===== src/rtl/vlg_debounce_pkg.sv =====
// Shared debounce definitions: FSM state encoding, state width and default qualification length.
package vlg_debounce_pkg;

  localparam int STATE_W               = 2;
  localparam int DEFAULT_STABLE_CYCLES = 1_000_000;

  typedef enum logic [STATE_W-1:0] {
    S_RELEASED     = 2'd0,
    S_PRESS_WAIT   = 2'd1,
    S_PRESSED      = 2'd2,
    S_RELEASE_WAIT = 2'd3
  } state_e;

endpackage


===== src/rtl/sync_2ff.sv =====
// Two-flop synchronizer for a single asynchronous bit; 2-cycle latency, no backpressure.
// Reset loads P_RST_VAL into both flops so the output reads as a known idle level out of reset.
module sync_2ff #(
  parameter bit P_RST_VAL = 1'b0
) (
  input  logic i_clk,
  input  logic i_rst_n,
  input  logic i_d,
  output logic o_q
);

  logic meta_d, meta_q;
  logic sync_d, sync_q;

  always_comb begin
    meta_d = i_d;
    sync_d = meta_q;
  end

  always_ff @(posedge i_clk or negedge i_rst_n) begin
    if (!i_rst_n) begin
      meta_q <= P_RST_VAL;
      sync_q <= P_RST_VAL;
    end else begin
      meta_q <= meta_d;
      sync_q <= sync_d;
    end
  end

  assign o_q = sync_q;

endmodule


===== src/rtl/key_debounce.sv =====
// Key debouncer: stability counter + 4-state FSM, level accepted after P_STABLE_CYCLES stable cycles.
// Optional input synchronizer under KEY_DEBOUNCE_SYNC_EN (adds 2 cycles of latency).
module key_debounce
  import vlg_debounce_pkg::*;
#(
  parameter int P_STABLE_CYCLES  = DEFAULT_STABLE_CYCLES,
  parameter bit P_KEY_ACTIVE_LOW = 1'b1
) (
  input  logic i_clk,
  input  logic i_rst_n,
  input  logic i_key,
  output logic o_key_level,
  output logic o_busy
);

  localparam int CNT_W = (P_STABLE_CYCLES > 1) ? $clog2(P_STABLE_CYCLES) : 1;
  localparam logic [CNT_W-1:0] CNT_MAX = CNT_W'(P_STABLE_CYCLES - 1);

  logic key_sync;
  logic key_on;

`ifdef KEY_DEBOUNCE_SYNC_EN
  sync_2ff #(
    .P_RST_VAL(P_KEY_ACTIVE_LOW)
  ) u_sync (
    .i_clk  (i_clk),
    .i_rst_n(i_rst_n),
    .i_d    (i_key),
    .o_q    (key_sync)
  );
`else
  assign key_sync = i_key;
`endif

  assign key_on = key_sync ^ P_KEY_ACTIVE_LOW;

  state_e           state_d, state_q;
  logic [CNT_W-1:0] cnt_d, cnt_q;
  logic             key_level_d, key_level_q;
  logic             busy_d, busy_q;

  always_comb begin
    state_d = state_q;
    cnt_d   = cnt_q;
    unique case (state_q)
      S_RELEASED: begin
        if (key_on) begin
          state_d = S_PRESS_WAIT;
          cnt_d   = '0;
        end
      end
      S_PRESS_WAIT: begin
        if (!key_on) begin
          state_d = S_RELEASED;
          cnt_d   = '0;
        end else if (cnt_q == CNT_MAX) begin
          state_d = S_PRESSED;
          cnt_d   = '0;
        end else begin
          cnt_d = cnt_q + 1'b1;
        end
      end
      S_PRESSED: begin
        if (!key_on) begin
          state_d = S_RELEASE_WAIT;
          cnt_d   = '0;
        end
      end
      S_RELEASE_WAIT: begin
        if (key_on) begin
          state_d = S_PRESSED;
          cnt_d   = '0;
        end else if (cnt_q == CNT_MAX) begin
          state_d = S_RELEASED;
          cnt_d   = '0;
        end else begin
          cnt_d = cnt_q + 1'b1;
        end
      end
      default: begin
        state_d = S_RELEASED;
        cnt_d   = '0;
      end
    endcase

    // Outputs are registered copies of what the next state implies.
    key_level_d = (state_d == S_PRESSED) || (state_d == S_RELEASE_WAIT);
    busy_d      = (state_d == S_PRESS_WAIT) || (state_d == S_RELEASE_WAIT);
  end

  always_ff @(posedge i_clk or negedge i_rst_n) begin
    if (!i_rst_n) begin
      state_q     <= S_RELEASED;
      cnt_q       <= '0;
      key_level_q <= 1'b0;
      busy_q      <= 1'b0;
    end else begin
      state_q     <= state_d;
      cnt_q       <= cnt_d;
      key_level_q <= key_level_d;
      busy_q      <= busy_d;
    end
  end

  assign o_key_level = key_level_q;
  assign o_busy      = busy_q;

endmodule


===== config.mk =====
export PLATFORM = sky130hd
export DESIGN_NAME = key_debounce
export DESIGN_NICKNAME = d
export VERILOG_FILES = /design/src/rtl/vlg_debounce_pkg.sv /design/src/rtl/sync_2ff.sv /design/src/rtl/key_debounce.sv
export SDC_FILE = /design/constraint.sdc
export NUM_CORES = 1
export LEC_CHECK = 0
export CORE_ASPECT_RATIO = 0.5
export CORE_MARGIN = 4
export CORE_UTILIZATION = 45
export CTS_CLUSTER_DIAMETER = 50
export DETAILED_ROUTE_END_ITERATION = 8
export SLEW_MARGIN = 20
export SYNTH_ARGS = -nofsm -noshare
export SYNTH_HDL_FRONTEND = slang
export SYNTH_SLANG_ARGS = --single-unit

===== constraint.sdc =====
create_clock -name i_clk -period 4.65 [get_ports i_clk]
set_input_delay 0.6975 -clock i_clk [delete_from_list [all_inputs] [get_ports i_clk]]
set_output_delay 0.6975 -clock i_clk [all_outputs]
set_load 0.02 [all_outputs]

==> reports/results.txt, run 1 <==
status - finished, final reports clean
count leader, synth - dfrtp_1
FF+latch area - 576 um2
Layout area overhead - 7.59%
EDFF count, synth - 0
initial drt markers - 49
final hold vios - 0
WL met2 - 1.05 mm
Fin Setup TNS - 0 ns
drc violations - 0
multi-input combinational cell area - 716 um2
I/O pins - 5
H-tree depth - 1
Hold-fix buffers, CTS - 0
worst slew pin tran - 1.04 ns
synth cell count leaders - dfrtp_1 (23), nand2_1 (10), nand3_1 (10), o21ai_1 (10), nor2_1 (9)
fraction of registers with async set or reset after synthesis - 100%
vias - 1009
Final GP Congestion - 0.766
global-route wire length before repair - 4.63 mm
Syn Inst Count - 135
wire length on met3 - 128 um
WL per Instance - 14.6 um
initial antenna violation count - 0
maxcap violations - 0
Routed met1 length - 1.38 mm
post-synthesis cell type count - 42
layout cell share with drive strength beyond 1 - 14.4%
synthesized cell area - 1340 um2
Num CTS Buffers - 3
worst skew pair latency - 0.26 ns
share of the synthesized area in the top cell type - 43.1%
Top FF cell, synth - dfrtp_1
Clock Tree Root - clkbuf_8
drt via density - 5.73
startpoint types - input pin
clk slew on worst S/H paths - 0.08 ns
Post-DRT Antenna Nets - 0
fillcell total - 234
pwr dens - 247 nW/um2
Setup Skew - 0.00354 ns
crit path time final - 2.58 ns
final worst-path cycle share - 55.5%
yosys warns - 0
RSZ-0062 raised after global routing - no
worst vdd ir - 0.139 mV
cts repair resizes - 0
Initial Utilization - 49.1%
syn nets - 139
Max-Slew Margin vs Limit - 30.7%
final cell count without fillers - 176
Cell Chain, Critical Path - clkdlybuf4s50_1 > xnor2_1 > nand2_1 > a21oi_2 > a21oi_1 > o22ai_1
number of I/O port buffers - 4
CP delay by family, top - compound AO/OA/AOI/OAI gates
HP Class - in -> async
CTS tree - built
die width - 85.0 um
Synth area leaders - dfrtp_1 (43%), nand3_1 (3.7%), o21ai_1 (3.7%)
site row count - 13
grt ovf - 0
diodes inserted - 0
post-DP HPWL - 1.91 mm
largest net degree at the start of global routing - 24
synthesis-stage register bit count - 23
Cells after DPL - 172
post-synth top area cell - dfrtp_1
max-slew violations - 0
Pleak - 0.607 nW
Fmax achieved - 0.388 GHz
CP max FO - 15
CP max stage delay - 0.65 ns
critical path type - in -> reg
core footprint - 2720 um2
drt total wl - 2.58 mm
Mean Syn Cell Area - 9.89 um2
TritonRoute pass-1 iters - 4
Worst Path Required - 4.84 ns
Setup Buffers After CTS - 0
gr usage total - 15.4%
CP Buf/Inv Count - 1
Clock Sinks - 23
final setup fails - 0
Layout Nets - 144
Worst Path Arrival - 2.77 ns
Die Ht - 46.5 um
clk buf depth - 2
vias in the first global route - 939
sequential fraction of the synthesis area - 43.1%
slowest cell on the critical path - a21oi_2
Die ar. - 3960 um2
Critical Path Sink Type - flop
top routing layer used - met4
metal layers:
layer | GRT usage, % | vias to the layer above
li1 | - | 514
met1 | 21.7 | 481
met2 | 22.8 | 12
met3 | 5.71 | 2
met4 | 2.84 | 0
met5 | 0 | -
cell families (layout without fill, tap and decap cells):
kind of cell             Yosys count  after routing  share of synthesized area, %
multiplexers                       3              3                          2.25
AND/OR/NAND/NOR                   59             59                          30.1
AO/OA/AOI/OAI                     38             38                          19.0
adder cells (fa/ha/maj)            1              1                         0.937
XOR/XNOR                           2              2                          1.31
buffers and inverters              9             13                          3.28
flip-flops                        23             23                          43.1
layout make-up:
class                      instances  share of cell area [%]
sequential                        23                    40.1
inverter                           5                    1.31
tap                               37                    3.22
timing repair buffer               4                    2.44
multi-input combinational        103                    49.8
clock buffer                       4                    3.14
through the flow:
stage | hold slack [ns] | area [um2] | utilization, % | worst slack, ns | total power [W]
2_1_floorplan | 0.402 | 1340 | - | 2.87 | 0.000226
3_3_place_gp | 0.497 | 1400 | 51.4 | 1.90 | 0.000236
3_5_place_dp | 0.505 | 1400 | 51.4 | 1.81 | 0.000236
4_1_cts | 0.524 | 1440 | 53.1 | 2.08 | 0.000361
5_1_grt | 0.431 | 1440 | 52.9 | 1.81 | 0.000374
6_report | 0.388 | 1440 | 52.9 | 2.07 | 0.000354
cell usage in the layout (no fill, tap or decap), drive strengths merged, types with 2 or more instances in the layout:
cell           synthesis  final
dfrtp                 23     23
o21ai                 17     17
nand3                 11     11
nand2                 11     11
nor2                   9      9
a21oi                  8      8
a21o                   6      6
nor4                   6      6
inv                    5      5
nand4                  5      5
clkbuf                 2      4
nor3                   4      4
or3                    3      3
a22o                   3      3
mux2i                  3      3
clkdlybuf4s50          0      3
xnor2                  2      2
and3                   2      2
nor3b                  2      2
power by group:
group	switching [W]	leakage, nW	internal [W]	total [W]
registers	0.00000307	0.307	0.000202	0.000205
clock network	0.0000619	0.0228	0.0000611	0.000123
logic	0.0000175	0.277	0.00000906	0.0000266
path summary, 6_finish.rpt:
check / startpoint / to / slack (ns) / cells past startpoint
max: i_key / cnt_q[18] / 2.07 / 6
max reg2reg: state_q[1] / cnt_q[18] / 2.59 / 5
min: i_rst_n / cnt_q[14] / 0.39 / 1
max in group asynchronous: i_rst_n / o_busy / 3.92 / 1
min in group i_clk: cnt_q[19] / cnt_q[19] / 0.52 / 1
min reg2reg: cnt_q[19] / cnt_q[19] / 0.52 / 1
flip-flops by register name (all words and copies together), names as in the netlist:
register	flops
o_key_level	1
o_busy	1
cnt_q	20
state_q	1
worst register-to-register path: cells and delay by family (launching register included):
kind | cells | cell delay [ns]
simple gates | 1 | 0.36
flops | 1 | 0.39
compound gates | 3 | 0.98
xor+xnor | 1 | 0.27
No activity file was read; power rests on OpenSTA's default activity.
==> inputs of run 2 (changes only) <==
==> constraint.sdc (replaced) <==
create_clock -name i_clk -period 2.4 [get_ports i_clk]
set_input_delay 0.36 -clock i_clk [delete_from_list [all_inputs] [get_ports i_clk]]
set_output_delay 0.36 -clock i_clk [all_outputs]
set_load 0.02 [all_outputs]
==> reports/results.txt, run 2 (synthesized netlist as in run 1, its figures left out) <==
Hold-fix buffers, CTS - 0
site row count - 13
status - finished, final reports clean
Largest Register - cnt_q
top routing layer used - met4
Setup Buffers After CTS - 0
CP max FO - 10
Critical Path Sink Type - flop
initial antenna violation count - 0
cts repair resizes - 0
H-tree depth - 1
Clock Sinks - 23
Fin Setup TNS - 0 ns
gr usage total - 15.6%
R2R Setup Slk - 0.41 ns
worst slew pin tran - 0.612 ns
drc violations - 0
max reg flops - 20
Layout Nets - 147
worst skew pair latency - 0.27 ns
drt via density - 5.72
hold_ws - 0.447 ns
drt total wl - 2.70 mm
max-slew violations - 0
largest net degree at the start of global routing - 24
Layout area overhead - 9.84%
Pleak - 0.622 nW
clk buf depth - 2
Initial Utilization - 49.1%
Worst Path Required - 2.60 ns
wire length on met3 - 133 um
Clock Tree Root - clkbuf_8
Final GP Congestion - 0.770
maxcap violations - 0
CTS tree - built
Post-DRT Antenna Nets - 0
WL per Instance - 15.1 um
post-place setup slack - 0.146 ns
diodes inserted - 0
die width - 85.0 um
fin worst setup slack - 0.383 ns
HP Class - in -> async
FF-to-FF path depth - 7
vias in the first global route - 940
initial drt markers - 56
pwr dens - 477 nW/um2
TritonRoute pass-1 iters - 4
RSZ-0062 raised after global routing - no
final setup fails - 0
Worst Path Arrival - 2.22 ns
I/O pins - 5
Setup Skew - 0.00544 ns
final cell count without fillers - 179
Num CTS Buffers - 3
crit path time final - 2.02 ns
Cells after DPL - 175
post-route core utilization - 54.0%
layout cell share with drive strength beyond 1 - 16.2%
Max-Slew Margin vs Limit - 59.2%
vias - 1023
final hold vios - 0
final worst-path cycle share - 84.1%
Routed met1 length - 1.47 mm
grt ovf - 0
global-route wire length before repair - 4.61 mm
commonest non-fill, non-tap cell in the layout - dfrtp_1
core footprint - 2720 um2
post-DP HPWL - 1.93 mm
clk slew on worst S/H paths - 0.08 ns
fillcell total - 247
Fmax achieved - 0.496 GHz
WL met2 - 1.08 mm
Die ar. - 3960 um2
critical path type - in -> reg
worst vdd ir - 0.296 mV
startpoint types - input pin
Die Ht - 46.5 um
number of I/O port buffers - 4
most frequent cells in the layout - dfrtp_1 (23), nand3_1 (10), nand2_1 (10), o21ai_1 (10), nor2_1 (8)
-- run 2: changes by cell type in the layout (fill, tap and decap cells not counted), sizes merged --
cell,change
buf,+2
clkdlybuf4s50,+1
-- run 2: critical path: stages --
cell and delay [ns]:
clkdlybuf4s50_1 0.44, xnor2_1 0.35, nand2_1 0.32, a21o_4 0.33, or3_1 0.35, o21ai_1 0.07
-- run 2: stage by stage --
step,instance area (um2),power (W)
2_1_floorplan,1340,0.000438
3_3_place_gp,1420,0.000461
3_5_place_dp,1420,0.000463
4_1_cts,1460,0.000707
5_1_grt,1470,0.000734
6_report,1470,0.000699
-- run 2: final cells by class --
type / count / area (um2) / area share (%)
Inverter: 5 / 18.8 / 1.28
Tap cell: 37 / 46.3 / 3.16
Multi-Input combinational cell: 103 / 718 / 49.0
Sequential cell: 23 / 576 / 39.2
Timing Repair Buffer: 7 / 62.6 / 4.27
Clock buffer: 4 / 45.0 / 3.07
-- run 2: worst paths after layout --
kind	startpoint	endpoint
max	i_key	cnt_q[14]
min	i_rst_n	cnt_q[15]
max reg2reg	cnt_q[0]	cnt_q[19]
min reg2reg	cnt_q[19]	cnt_q[19]
max in group asynchronous	i_rst_n	cnt_q[9]
min in group i_clk	cnt_q[19]	cnt_q[19]
-- run 2: power by group --
group / leakage (nW) / switching (W) / internal [W] / total (W)
registers: 0.307 / 0.00000608 / 0.000391 / 0.000397
logic: 0.292 / 0.0000357 / 0.0000216 / 0.0000573
clock network: 0.0228 / 0.000126 / 0.000119 / 0.000245
-- run 2: layer usage --
layer / track usage, % / vias up
met1: 23.0 / 482
met4: 2.84 / 0
met2: 22.8 / 23
met5: 0 / -
li1: - / 516
met3: 4.46 / 2
